### src/rtl/counter_sequencer.sv
// counter_sequencer
//   Runs an external 4-bit up/down, decimal/hex counter through one commanded
//   run. The block clears the counter and lets it count until the target value
//   has been hit the requested number of times. It then freezes the counter on
//   the target and pulses done.
//
//   State table:
//   state   | meaning
//   --------+------------------------------------------------------------
//   S_IDLE  | waiting for a command; counter paused; cmd_ready high
//   S_CLEAR | one cycle: counter cleared to 0 at the next edge
//   S_RUN   | counter stepping; hits on target counted
//   S_DONE  | one cycle: counter frozen on target; done follows
//
// Ports:
//   clk, rst              clock, asynchronous active-high reset
//   cmd_valid/cmd_ready   command handshake (ready only in S_IDLE)
//   cmd_mode              1 = hex, 0 = decimal
//   cmd_incr              1 = up, 0 = down
//   cmd_target            terminal value
//   cmd_laps              target hits required (0 means 1)
//   hold                  user pause, honoured only in S_RUN
//   abort                 cancels a run in progress
//   cnt_value             counter output
//   cnt_clear/mode/incr/pause   counter controls
//   busy                  state != S_IDLE
//   lap_count             hits counted in the current or last run
//   done/aborted/err      one-cycle registered status pulses
module counter_sequencer (
    input  logic       clk,
    input  logic       rst,
    input  logic       cmd_valid,
    output logic       cmd_ready,
    input  logic       cmd_mode,
    input  logic       cmd_incr,
    input  logic [3:0] cmd_target,
    input  logic [3:0] cmd_laps,
    input  logic       hold,
    input  logic       abort,
    input  logic [3:0] cnt_value,
    output logic       cnt_clear,
    output logic       cnt_mode,
    output logic       cnt_incr,
    output logic       cnt_pause,
    output logic       busy,
    output logic [3:0] lap_count,
    output logic       done,
    output logic       aborted,
    output logic       err
);

    typedef enum logic [1:0] {
        S_IDLE  = 2'd0,
        S_CLEAR = 2'd1,
        S_RUN   = 2'd2,
        S_DONE  = 2'd3
    } state_t;

    state_t     state;
    state_t     state_nxt;

    logic       mode_r;
    logic       incr_r;
    logic [3:0] target_r;
    logic [3:0] laps_r;
    logic       step_prev;

    logic       accept;
    logic       cmd_illegal;
    logic       abort_act;
    logic       hit;
    logic       final_hit;
    logic [4:0] eff_laps;

    assign accept      = cmd_valid && (state == S_IDLE);
    assign cmd_illegal = !cmd_mode && (cmd_target > 4'd9);
    assign abort_act   = abort && (state != S_IDLE);
    assign eff_laps    = (laps_r == 4'd0) ? 5'd1 : {1'b0, laps_r};

    // A hit counts only on a value freshly produced by a counter step. A held
    // or first-RUN cycle leaves step_prev low, so sitting on the target is
    // never counted twice.
    assign hit       = (state == S_RUN) && step_prev && (cnt_value == target_r);
    assign final_hit = hit && (({1'b0, lap_count} + 5'd1) == eff_laps);

    assign cmd_ready = (state == S_IDLE);
    assign busy      = (state != S_IDLE);
    assign cnt_clear = (state == S_CLEAR);
    assign cnt_mode  = mode_r;
    assign cnt_incr  = incr_r;

    always_comb begin
        state_nxt = state;
        cnt_pause = 1'b1;
        case (state)
            S_IDLE: begin
                if (accept && !cmd_illegal)
                    state_nxt = S_CLEAR;
            end
            S_CLEAR: begin
                cnt_pause = 1'b0;
                state_nxt = S_RUN;
            end
            S_RUN: begin
                // final_hit pauses in the same cycle so the counter stays on target
                cnt_pause = hold || final_hit;
                if (final_hit)
                    state_nxt = S_DONE;
            end
            S_DONE: begin
                state_nxt = S_IDLE;
            end
            default: begin
                state_nxt = S_IDLE;
            end
        endcase
        // abort overrides everything, including a final hit in the same cycle
        if (abort_act) begin
            state_nxt = S_IDLE;
            cnt_pause = 1'b1;
        end
    end

    always_ff @(posedge clk or posedge rst) begin
        if (rst) begin
            state     <= S_IDLE;
            mode_r    <= 1'b0;
            incr_r    <= 1'b0;
            target_r  <= 4'd0;
            laps_r    <= 4'd0;
            lap_count <= 4'd0;
            step_prev <= 1'b0;
            done      <= 1'b0;
            aborted   <= 1'b0;
            err       <= 1'b0;
        end else begin
            state     <= state_nxt;
            step_prev <= (state == S_RUN) && !cnt_pause;
            done      <= (state == S_DONE) && !abort_act;
            aborted   <= abort_act;
            err       <= accept && cmd_illegal;
            if (accept && !cmd_illegal) begin
                mode_r    <= cmd_mode;
                incr_r    <= cmd_incr;
                target_r  <= cmd_target;
                laps_r    <= cmd_laps;
                lap_count <= 4'd0;
            end else if (hit && !abort_act) begin
                lap_count <= lap_count + 4'd1;
            end
        end
    end

endmodule

### config.mk
export PLATFORM = sky130hd
export DESIGN_NAME = counter_sequencer
export DESIGN_NICKNAME = d
export VERILOG_FILES = /design/src/rtl/counter_sequencer.sv
export SDC_FILE = /design/constraint.sdc
export NUM_CORES = 1
export LEC_CHECK = 0
export ABC_CLOCK_PERIOD_IN_PS = 2900
export CORE_MARGIN = 1.5
export CORE_UTILIZATION = 61
export DETAILED_ROUTE_END_ITERATION = 10
export DONT_BUFFER_PORTS = 1
export PLACE_DENSITY = 0.81
export SLEW_MARGIN = 20
export SYNTH_ARGS = -nofsm -noshare
export SYNTH_HDL_FRONTEND = slang
export SYNTH_SLANG_ARGS = --single-unit
export TNS_END_PERCENT = 30
### constraint.sdc
create_clock -name clk -period 2.9 [get_ports clk]
set_input_delay 0.435 -clock clk [delete_from_list [all_inputs] [get_ports clk]]
set_output_delay 0.435 -clock clk [all_outputs]
set_load 0.01 [all_outputs]
==> results of run 1 <==
-- path summary, 6_finish.rpt --
kind                                      endpoint  slack [ps]  cells past startpoint
min in group clk               step_prev$_DFF_PP0_         200                      1
max reg2reg                   state[1]$_DFFE_PP0P_         970                      7
max                                      cnt_pause         310                      7
min                        target_r[3]$_DFFE_PP0N_         130                      1
max in group asynchronous            err$_DFF_PP0_        2310                      1
min reg2reg                  laps_r[0]$_DFFE_PP0N_         510                      2
-- flip-flops by register name, summed over array words and instances (netlist names) --
signal,flops
target_r,4
err,1
laps_r,4
done,1
cnt_incr,1
lap_count,4
step_prev,1
aborted,1
state,2
cnt_mode,1
-- layer usage --
metal  routed length, µm  GRT usage (%)
met5                   0              0
met3                 115           8.57
met1                 762           24.3
met2                 948           39.1
met4                  24           9.09
-- final cells by class --
class / count / share of cell area [%]
clock buffers: 3 / 2.07
well taps: 16 / 1.84
multi-input cells: 83 / 47.3
repair buffers: 1 / 0.690
inverters: 6 / 2.07
flip-flops and latches: 20 / 46.0
-- synth_stat cells --
master and number:
a21oi_1 1, a2bb2oi_2 1, and2_1 1, and3_1 1
clkbuf_1 2, dfrtp_1 20, ha_1 6, inv_1 6
mux2i_1 4, nand2_1 33, nand2_2 1, nand3_1 4
nor2_1 6, nor2b_1 3, nor3_1 3, nor3b_1 1
nor4_2 1, o2111a_2 1, o211ai_1 1, o21ai_0 3
o32a_2 1, or3_1 1, xnor2_1 2, xor2_1 8
-- worst max-delay path, cell delays in order, from the launching register on --
cell and delay, ps:
dfrtp_1 430, inv_1 120, ha_1 240, nand3_1 110
nor4_2 270, o2111a_2 300, nor3b_1 50, o21ai_0 330
-- logic make-up after synthesis --
logic type	share of synthesized area [%]
AOI/OAI and AO/OA	6.35
xor gates and xnor gates	8.38
adders and majority gates	7.19
buffers and inverters	2.87
DFF	47.9
muxes	3.83
and+or+nand+nor	23.5
-- power groups by stage --
stage | Combinational, W | Sequential, W | Clock (W)
final | 0.000366 | 0.000451 | 0.000127
after CTS | 0.000371 | 0.000451 | 0.000130
after floorplan | 0.000307 | 0.000442 | 0
after global routing | 0.000423 | 0.000465 | 0.000143
after detailed placement | 0.000370 | 0.000458 | 0
after global placement | 0.000355 | 0.000453 | 0
-- through the flow --
stage          instance area (µm²)  instances  setup slack (ps)  hold slack, ps
6_report                      1090        129               313             133
3_3_place_gp                  1060        126               739             469
2_1_floorplan                 1040        111               831             399
3_5_place_dp                  1060        126               628             470
5_1_grt                       1090        129              99.0             186
4_1_cts                       1090        129               286             162
==> reports/qor.csv, run 1 <==
metric,value,unit
drt wl/cell,14.3,µm
Final Total Pwr,0.000945,W
All-Layer GR Usage,22.4,%
clk_skew,4.61,ps
Synth-to-Final Area Change,4.07,%
Internal,0.000571,W
Mapped Nets,136,
Final Hold Vio Count,0,
Worst slew margin,51.1,%
num rows,14,
WP data arrival,2150,ps
largest net degree at the start of global routing,21,
fin crit share,89.2,%
critical path type,register to output port,
Initial DRC Count,7,
PwrDens,869,mW/mm²
Worst setup SP type,register,
Die ar.,0.00197,mm²
DR DRC count,0,
Mapped Cells,111,
"Clk pin slew, worst setup/hold paths",100,ps
Yosys warnings,0,
CP startpoint,state[0]$_DFFE_PP0P_,
vias in the first global route,760,
register bit total from synthesis,20,
Post-CTS Resized,0,
"antenna viol nets, final",0,
Mapped Avg Cell Area,9.41,µm²
Multi-input gate area,514,µm²
post-layout net count,140,
LEAKAGE,0.562,nW
minimum clock period,2590,ps
Worst-Margin Slew,733,ps
core area,0.00156,mm²
CP Data Required Time,2470,ps
status,"finished, final reports clean",
max cap viols,0,
first-pass GRT wire length,3.10,mm
vias per cell,5.81,
sequential area share after synthesis,47.9,%
post-synthesis cell type count,24,
TritonCTS clock tree,done,
post-synth top area share,47.9,%
layout cells sized above 1,7.96,%
Worst Path Max Fanout,5,
Die X,44.4,µm
RR Startpoint,state[0]$_DFFE_PP0P_,
Setup TNS,0,ps
I/O Buffers,0,
unrepaired setup endpoints after global routing,no,
fill count,126,
Final Max Slew Viols,0,
"Setup Fix Bufs, Post-CTS",0,
Hold Path Class,primary input to async pin,
Combinational Power Share,38.8,%
routability cong.,0.858,
"commonest non-fill, non-tap cell in the layout",nand2_1,
Ports,32,
leading cell types by total area after synthesis,"dfrtp_1 48%, nand2_1 12%, ha_1 7.2%, xor2_1 6.7%, mux2i_1 3.8%",
TritonCTS buffer count,3,
Pre-antenna DRT Iters,5,
"Clk Latency, worst-skew pair",300,ps
Clock Tree Root,clkbuf_4,
maximum vdd drop,0.585,mV
CTS Buffer Depth,2,
Hold Buf Count CTS,0,
Initial Util,67.0,%
Switching Share,39.6,%
Flop pwr share,47.8,%
H-Tree Depth,1,
Die Y,44.4,µm
Peak Freq,0.387,GHz
CP Capture Type,output port,
DP HPWL,1.46,mm
Diodes inserted,0,
most frequent cells in the layout,"33 x nand2_1, 20 x dfrtp_1, 8 x xor2_1",
sequential cell area,500,µm²
clk sinks,20,
vias,749,
initial antenna violation count,0,
Psw,0.000375,W
grt total ovfl,0,
Synth area leader,dfrtp_1,
final setup vio count,0,
Clock Power Share,13.5,%
Synth Cell Area,0.00104,mm²
Detailed Route WL,1.85,mm
"Core Util, Final",69.7,%
Note: power is estimated with default switching activity, not from simulation.
==> inputs of run 2 (changes only) <==
--- a/config.mk
+++ b/config.mk
@@ -5,12 +5,14 @@
 export SDC_FILE = /design/constraint.sdc
 export NUM_CORES = 1
 export LEC_CHECK = 0
-export ABC_CLOCK_PERIOD_IN_PS = 2900
+export ABC_CLOCK_PERIOD_IN_PS = 2700
+export CAP_MARGIN = 20
 export CORE_MARGIN = 1.5
-export CORE_UTILIZATION = 61
+export CORE_UTILIZATION = 60
 export DETAILED_ROUTE_END_ITERATION = 10
 export DONT_BUFFER_PORTS = 1
-export PLACE_DENSITY = 0.81
+export GPL_ROUTABILITY_DRIVEN = 0
+export PLACE_DENSITY = 0.8
 export SLEW_MARGIN = 20
 export SYNTH_ARGS = -nofsm -noshare
 export SYNTH_HDL_FRONTEND = slang
==> constraint.sdc (replaced) <==
create_clock -name clk -period 2.7 [get_ports clk]
set_input_delay 0.405 -clock clk [delete_from_list [all_inputs] [get_ports clk]]
set_output_delay 0.405 -clock clk [all_outputs]
set_load 0.01 [all_outputs]
==> run 2 against run 1 <==
Against the previous run: the flow now finishes with violations (design-rule violations); routed wire length is 0.43% higher; core utilization is the same; first-iteration DRC count rose by 130%; cell count did not move; clock skew down 1.3 ps; die area increased by 1.6%; critical path depth unchanged; non-clock buffer count is the same; design area is the same; clock-buffer cell count unchanged; sequential share of layout area is the same; setup slack worse by 120 ps; largest cell class unchanged.
==> reports/qor.csv, run 2 (synthesis results as in run 1) <==
metric,value,unit,change
max cap viols,0,,unchanged
Multi-input gate area,514,µm²,unchanged
placed insts,126,,unchanged
CTS Buffer Depth,2,,unchanged
status,"finished, violations left",,"was finished, final reports clean"
"Clk pin slew, worst setup/hold paths",100,ps,about the same
"Clk Latency, worst-skew pair",280,ps,was 300 ps
Flop pwr share,47.7,%,was 47.8%
TritonCTS buffer count,3,,unchanged
vias per cell,5.64,,was 5.81
LEAKAGE,0.562,nW,about the same
Psw,0.000403,W,was 0.000375 W
H-Tree Depth,1,,unchanged
CP Capture Type,output port,,unchanged
I/O Buffers,0,,unchanged
Largest regs,"lap_count (4), laps_r (4), target_r (4)",,unchanged
fin crit share,93.0,%,
minimum clock period,2510,ps,
largest net degree at the start of global routing,21,,unchanged
Peak Freq,0.398,GHz,
Worst setup SP type,register,,unchanged
Final Max Slew Viols,0,,unchanged
Synth-to-Final Area Change,4.07,%,unchanged
Worst slew margin,50.8,%,was 51.1%
Die X,44.7,µm,was 44.4 µm
"antenna viol nets, final",0,,unchanged
Switching Share,39.6,%,about the same
failing checks,design-rule violations,,
num rows,14,,unchanged
Setup TNS,0,ps,unchanged
post-layout net count,140,,unchanged
Final Hold Vio Count,0,,unchanged
final setup vio count,0,,unchanged
Initial Util,67.0,%,unchanged
Die Y,44.7,µm,was 44.4 µm
first-pass GRT wire length,3.19,mm,was 3.10 mm
post-route insts no fill,129,,unchanged
Initial DRC Count,16,,was 7
GRT Max-Usage Layer,met2,,unchanged
unrepaired setup endpoints after global routing,no,,unchanged
Clock Power Share,13.0,%,was 13.5%
Worst-Margin Slew,737,ps,was 733 ps
DR DRC count,3,,was 0
layout cells sized above 1,7.96,%,unchanged
drt wl/cell,14.4,µm,was 14.3 µm
Hold Path Class,primary input to async pin,,unchanged
most frequent cells in the layout,"33 x nand2_1, 20 x dfrtp_1, 8 x xor2_1",,unchanged
clk sinks,20,,unchanged
Diodes inserted,0,,unchanged
All-Layer GR Usage,22.1,%,was 22.4%
Internal,0.000614,W,was 0.000571 W
DP HPWL,1.42,mm,was 1.46 mm
Final Total Pwr,0.00102,W,was 0.000945 W
"commonest non-fill, non-tap cell in the layout",nand2_1,,unchanged
Pre-antenna DRT Iters,9,,was 5
CP Data Required Time,2300,ps,was 2470 ps
vias,728,,was 749
Post-CTS Resized,0,,unchanged
Hold Buf Count CTS,0,,unchanged
Ports,32,,unchanged
TritonCTS clock tree,done,,unchanged
GR Util met3,5.60,%,was 8.57%
core area,0.00156,mm²,unchanged
Clock Tree Root,clkbuf_4,,unchanged
met2 usage,39.7,%,was 39.1%
Die ar.,0.00200,mm²,was 0.00197 mm²
CP startpoint,state[0]$_DFFE_PP0P_,,unchanged
fill count,129,,was 126
"Setup Fix Bufs, Post-CTS",0,,unchanged
Worst Path Max Fanout,5,,unchanged
initial antenna violation count,0,,unchanged
sequential cell area,500,µm²,unchanged
Detailed Route WL,1.86,mm,was 1.85 mm
grt total ovfl,0,,unchanged
Combinational Power Share,39.3,%,was 38.8%
clk_skew,3.34,ps,was 4.61 ps
critical path type,register to output port,,unchanged
maximum vdd drop,0.592,mV,was 0.585 mV
WP data arrival,2110,ps,was 2150 ps
vias in the first global route,736,,was 760
GRT met1 Usage,26.5,%,was 24.3%
PwrDens,935,mW/mm²,was 869 mW/mm²
RR Startpoint,state[0]$_DFFE_PP0P_,,unchanged
-- run 2: path summary, 6_finish.rpt --
path | endpoint | slack (ps) | cells past startpoint
worst max-delay path | cnt_pause | 190 | 7
worst min-delay path | target_r[3]$_DFFE_PP0N_ | 120 | 1
worst max register to register | state[1]$_DFFE_PP0P_ | 700 | 7
worst min register to register | laps_r[0]$_DFFE_PP0N_ | 490 | 2
max in group asynchronous | target_r[1]$_DFFE_PP0N_ | 2120 | 1
min in group clk | step_prev$_DFF_PP0_ | 180 | 1
-- run 2: cell type report --
| cell class | count | area share, % |
|---|---|---|
| flip-flops and latches | 20 | 46.0 |
| inverters | 6 | 2.07 |
| well taps | 16 | 1.84 |
| clock buffers | 3 | 2.07 |
| multi-input cells | 83 | 47.3 |
| repair buffers | 1 | 0.690 |
-- run 2: power groups by stage --
| stage | registers [W] | logic [W] | clock network, W |
|---|---|---|---|
| final | 0.000485 | 0.000400 | 0.000132 |
| after global routing | 0.000500 | 0.000459 | 0.000150 |
| after CTS | 0.000485 | 0.000404 | 0.000136 |
| after detailed placement | 0.000491 | 0.000400 | 0 |
| after global placement | 0.000486 | 0.000381 | 0 |
| after floorplan | 0.000474 | 0.000330 | 0 |
-- run 2: layer usage --
layer,routed length (µm),part of all wire (%)
met5,0,0
met3,84,4.5
met1,777,42
met4,0,0
met2,995,54
-- run 2: worst max-delay path: stages, from the launching register on --
cell      delay (ps)
dfrtp_1          430
inv_1            120
ha_1             250
nand3_1          110
nor4_2           310
o2111a_2         310
nor3b_1           60
o21ai_1          230
-- run 2: metrics by stage --
step	hold WS (ps)	area, µm²	utilization (%)	setup slack [ps]
after detailed placement	461	1060	68.3	428
after CTS	149	1090	69.7	100
after global placement	452	1060	68.3	570
after floorplan	369	1040	-	661
after global routing	162	1090	69.7	48.3
final	124	1090	69.7	190
==> inputs of run 3 (changes only) <==
--- a/config.mk
+++ b/config.mk
@@ -7,13 +7,14 @@
 export LEC_CHECK = 0
 export ABC_CLOCK_PERIOD_IN_PS = 2700
 export CAP_MARGIN = 20
-export CORE_MARGIN = 1.5
+export CORE_MARGIN = 10
 export CORE_UTILIZATION = 60
 export DETAILED_ROUTE_END_ITERATION = 10
 export DONT_BUFFER_PORTS = 1
 export GPL_ROUTABILITY_DRIVEN = 0
+export MAX_ROUTING_LAYER = met4
 export PLACE_DENSITY = 0.8
-export SLEW_MARGIN = 20
+export SLEW_MARGIN = 25
 export SYNTH_ARGS = -nofsm -noshare
 export SYNTH_HDL_FRONTEND = slang
 export SYNTH_SLANG_ARGS = --single-unit
==> run 3 against run 2 <==
Against the previous run: total power grew 3.6%; sequential share of layout area fell by 0.63 points; the run now ends clean; non-clock buffer count is the same; global-route usage shrank 9.2 points; register-to-register slack improved by 50 ps; cell count is 1.6% higher; clock skew barely moved; setup slack gained 39 ps; design area is 1.4% higher; largest power group unchanged; core utilization decreased by 4.5 points.
==> reports/qor.csv, run 3 (synthesis results as in run 1) <==
metric,value,unit,change
Synth-to-Final Area Change,5.51,%,was 4.07%
All-Layer GR Usage,12.9,%,was 22.1%
Die Y,61.7,µm,was 44.7 µm
num rows,15,,was 14
vias per cell,5.53,,was 5.64
critical path type,register to output port,,unchanged
Die X,61.7,µm,was 44.7 µm
initial antenna violation count,0,,unchanged
vias,725,,was 728
Initial DRC Count,12,,was 16
Clock Tree Root,clkbuf_4,,unchanged
DR DRC count,0,,was 3
"Clk pin slew, worst setup/hold paths",110,ps,was 100 ps
most frequent cells in the layout,"33 x nand2_1, 20 x dfrtp_1, 8 x xor2_1",,unchanged
Worst setup SP type,register,,unchanged
first-pass GRT wire length,3.64,mm,was 3.19 mm
status,"finished, final reports clean",,"was finished, violations left"
"Clk Latency, worst-skew pair",290,ps,was 280 ps
Diodes inserted,0,,unchanged
flop2flop setup slack,750,ps,was 700 ps
path depth of the worst reg2reg path,7,,unchanged
Peak Freq,0.405,GHz,was 0.398 GHz
CP Capture Type,output port,,unchanged
clk sinks,20,,unchanged
Worst Path Max Fanout,5,,unchanged
Final Cell Area,0.00110,mm²,was 0.00109 mm²
Final Hold Vio Count,0,,unchanged
largest net degree at the start of global routing,21,,unchanged
Final Total Pwr,0.00105,W,was 0.00102 W
Detailed Route WL,2.13,mm,was 1.86 mm
clk_skew,3.23,ps,was 3.34 ps
Initial Util,61.9,%,was 67.0%
worst hold slack,114,ps,was 124 ps
WP data arrival,2070,ps,was 2110 ps
fin crit share,91.5,%,was 93.0%
PwrDens,956,mW/mm²,was 935 mW/mm²
fill count,142,,was 129
H-Tree Depth,1,,unchanged
DP HPWL,1.70,mm,was 1.42 mm
final setup vio count,0,,unchanged
CTS Buffer Depth,2,,unchanged
LEAKAGE,0.570,nW,was 0.562 nW
vias in the first global route,811,,was 736
Worst slew margin,51.0,%,was 50.8%
CP Data Required Time,2300,ps,about the same
placed instance area,0.00107,mm²,was 0.00106 mm²
Hold Buf Count CTS,0,,unchanged
Pre-antenna DRT Iters,4,,was 9
layout cells sized above 1,8.77,%,was 7.96%
I/O Buffers,0,,unchanged
unrepaired setup endpoints after global routing,no,,unchanged
"antenna viol nets, final",0,,unchanged
max cap viols,0,,unchanged
drt wl/cell,16.3,µm,was 14.4 µm
TritonCTS buffer count,3,,unchanged
Die ar.,0.00381,mm²,was 0.00200 mm²
grt total ovfl,0,,unchanged
minimum clock period,2470,ps,was 2510 ps
"commonest non-fill, non-tap cell in the layout",nand2_1,,unchanged
TritonCTS clock tree,done,,unchanged
Ports,32,,unchanged
Largest regs,"lap_count (4), laps_r (4), target_r (4)",,unchanged
Final Max Slew Viols,0,,unchanged
Setup TNS,0,ps,unchanged
post-layout net count,140,,unchanged
maximum vdd drop,0.427,mV,was 0.592 mV
Hold Path Class,primary input to async pin,,unchanged
Worst-Margin Slew,734,ps,was 737 ps
core area,0.00169,mm²,was 0.00156 mm²
## run 3: per-stage QoR
| step | cells | util, % | worst slack (ps) |
|---|---|---|---|
| 6_report | 131 | 65.3 | 229 |
| 5_1_grt | 131 | 65.3 | 59.8 |
| 4_1_cts | 131 | 65.3 | 101 |
| 3_5_place_dp | 127 | 63.1 | 440 |
| 3_3_place_gp | 127 | 63.1 | 540 |
| 2_1_floorplan | 111 | - | 661 |
## run 3: area by class of cell
type	instances	area, µm²	area share [%]
Timing Repair Buffer	1	7.51	0.681
Tap cell	17	21.3	1.93
Sequential cell	20	500	45.4
Multi-Input combinational cell	83	514	46.7
Inverter	6	22.5	2.04
Clock buffer	4	36.3	3.29
## run 3: final timing paths
check	end	start
worst max-delay path	cnt_pause	state[0]$_DFFE_PP0P_
worst max register to register	lap_count[3]$_DFFE_PP0P_	state[0]$_DFFE_PP0P_
max in group asynchronous	laps_r[3]$_DFFE_PP0N_	rst
worst min register to register	target_r[0]$_DFFE_PP0N_	target_r[0]$_DFFE_PP0N_
min in group clk	step_prev$_DFF_PP0_	hold
worst min-delay path	err$_DFF_PP0_	rst
## run 3: worst max-delay path: stages, from the launching register on
cell      delay [ps]
dfrtp_1          440
inv_1            120
ha_1             230
nand3_1          110
nor4_2           280
o2111a_2         300
nor3b_1           60
o21ai_1          240
## run 3: layer usage
layer  vias to the layer above  GRT usage [%]  routed length, µm
met5                         -              -                  0
met4                         0           4.78                 29
met3                         4           5.69                219
met2                        25           20.1               1040
met1                       331           14.2                844
li1                        365              -                  -
## run 3: report_power, final
part	switching, W	internal, W
Sequential	0.0000894	0.000398
Clock	0.0000852	0.0000820
Combinational	0.000235	0.000164
## run 3: timing repair
action | 4_1_cts | 5_1_grt
gates resized for setup | 0 | 1
buffers inserted | 0 | 0
setup endpoints to repair | 0 | 1
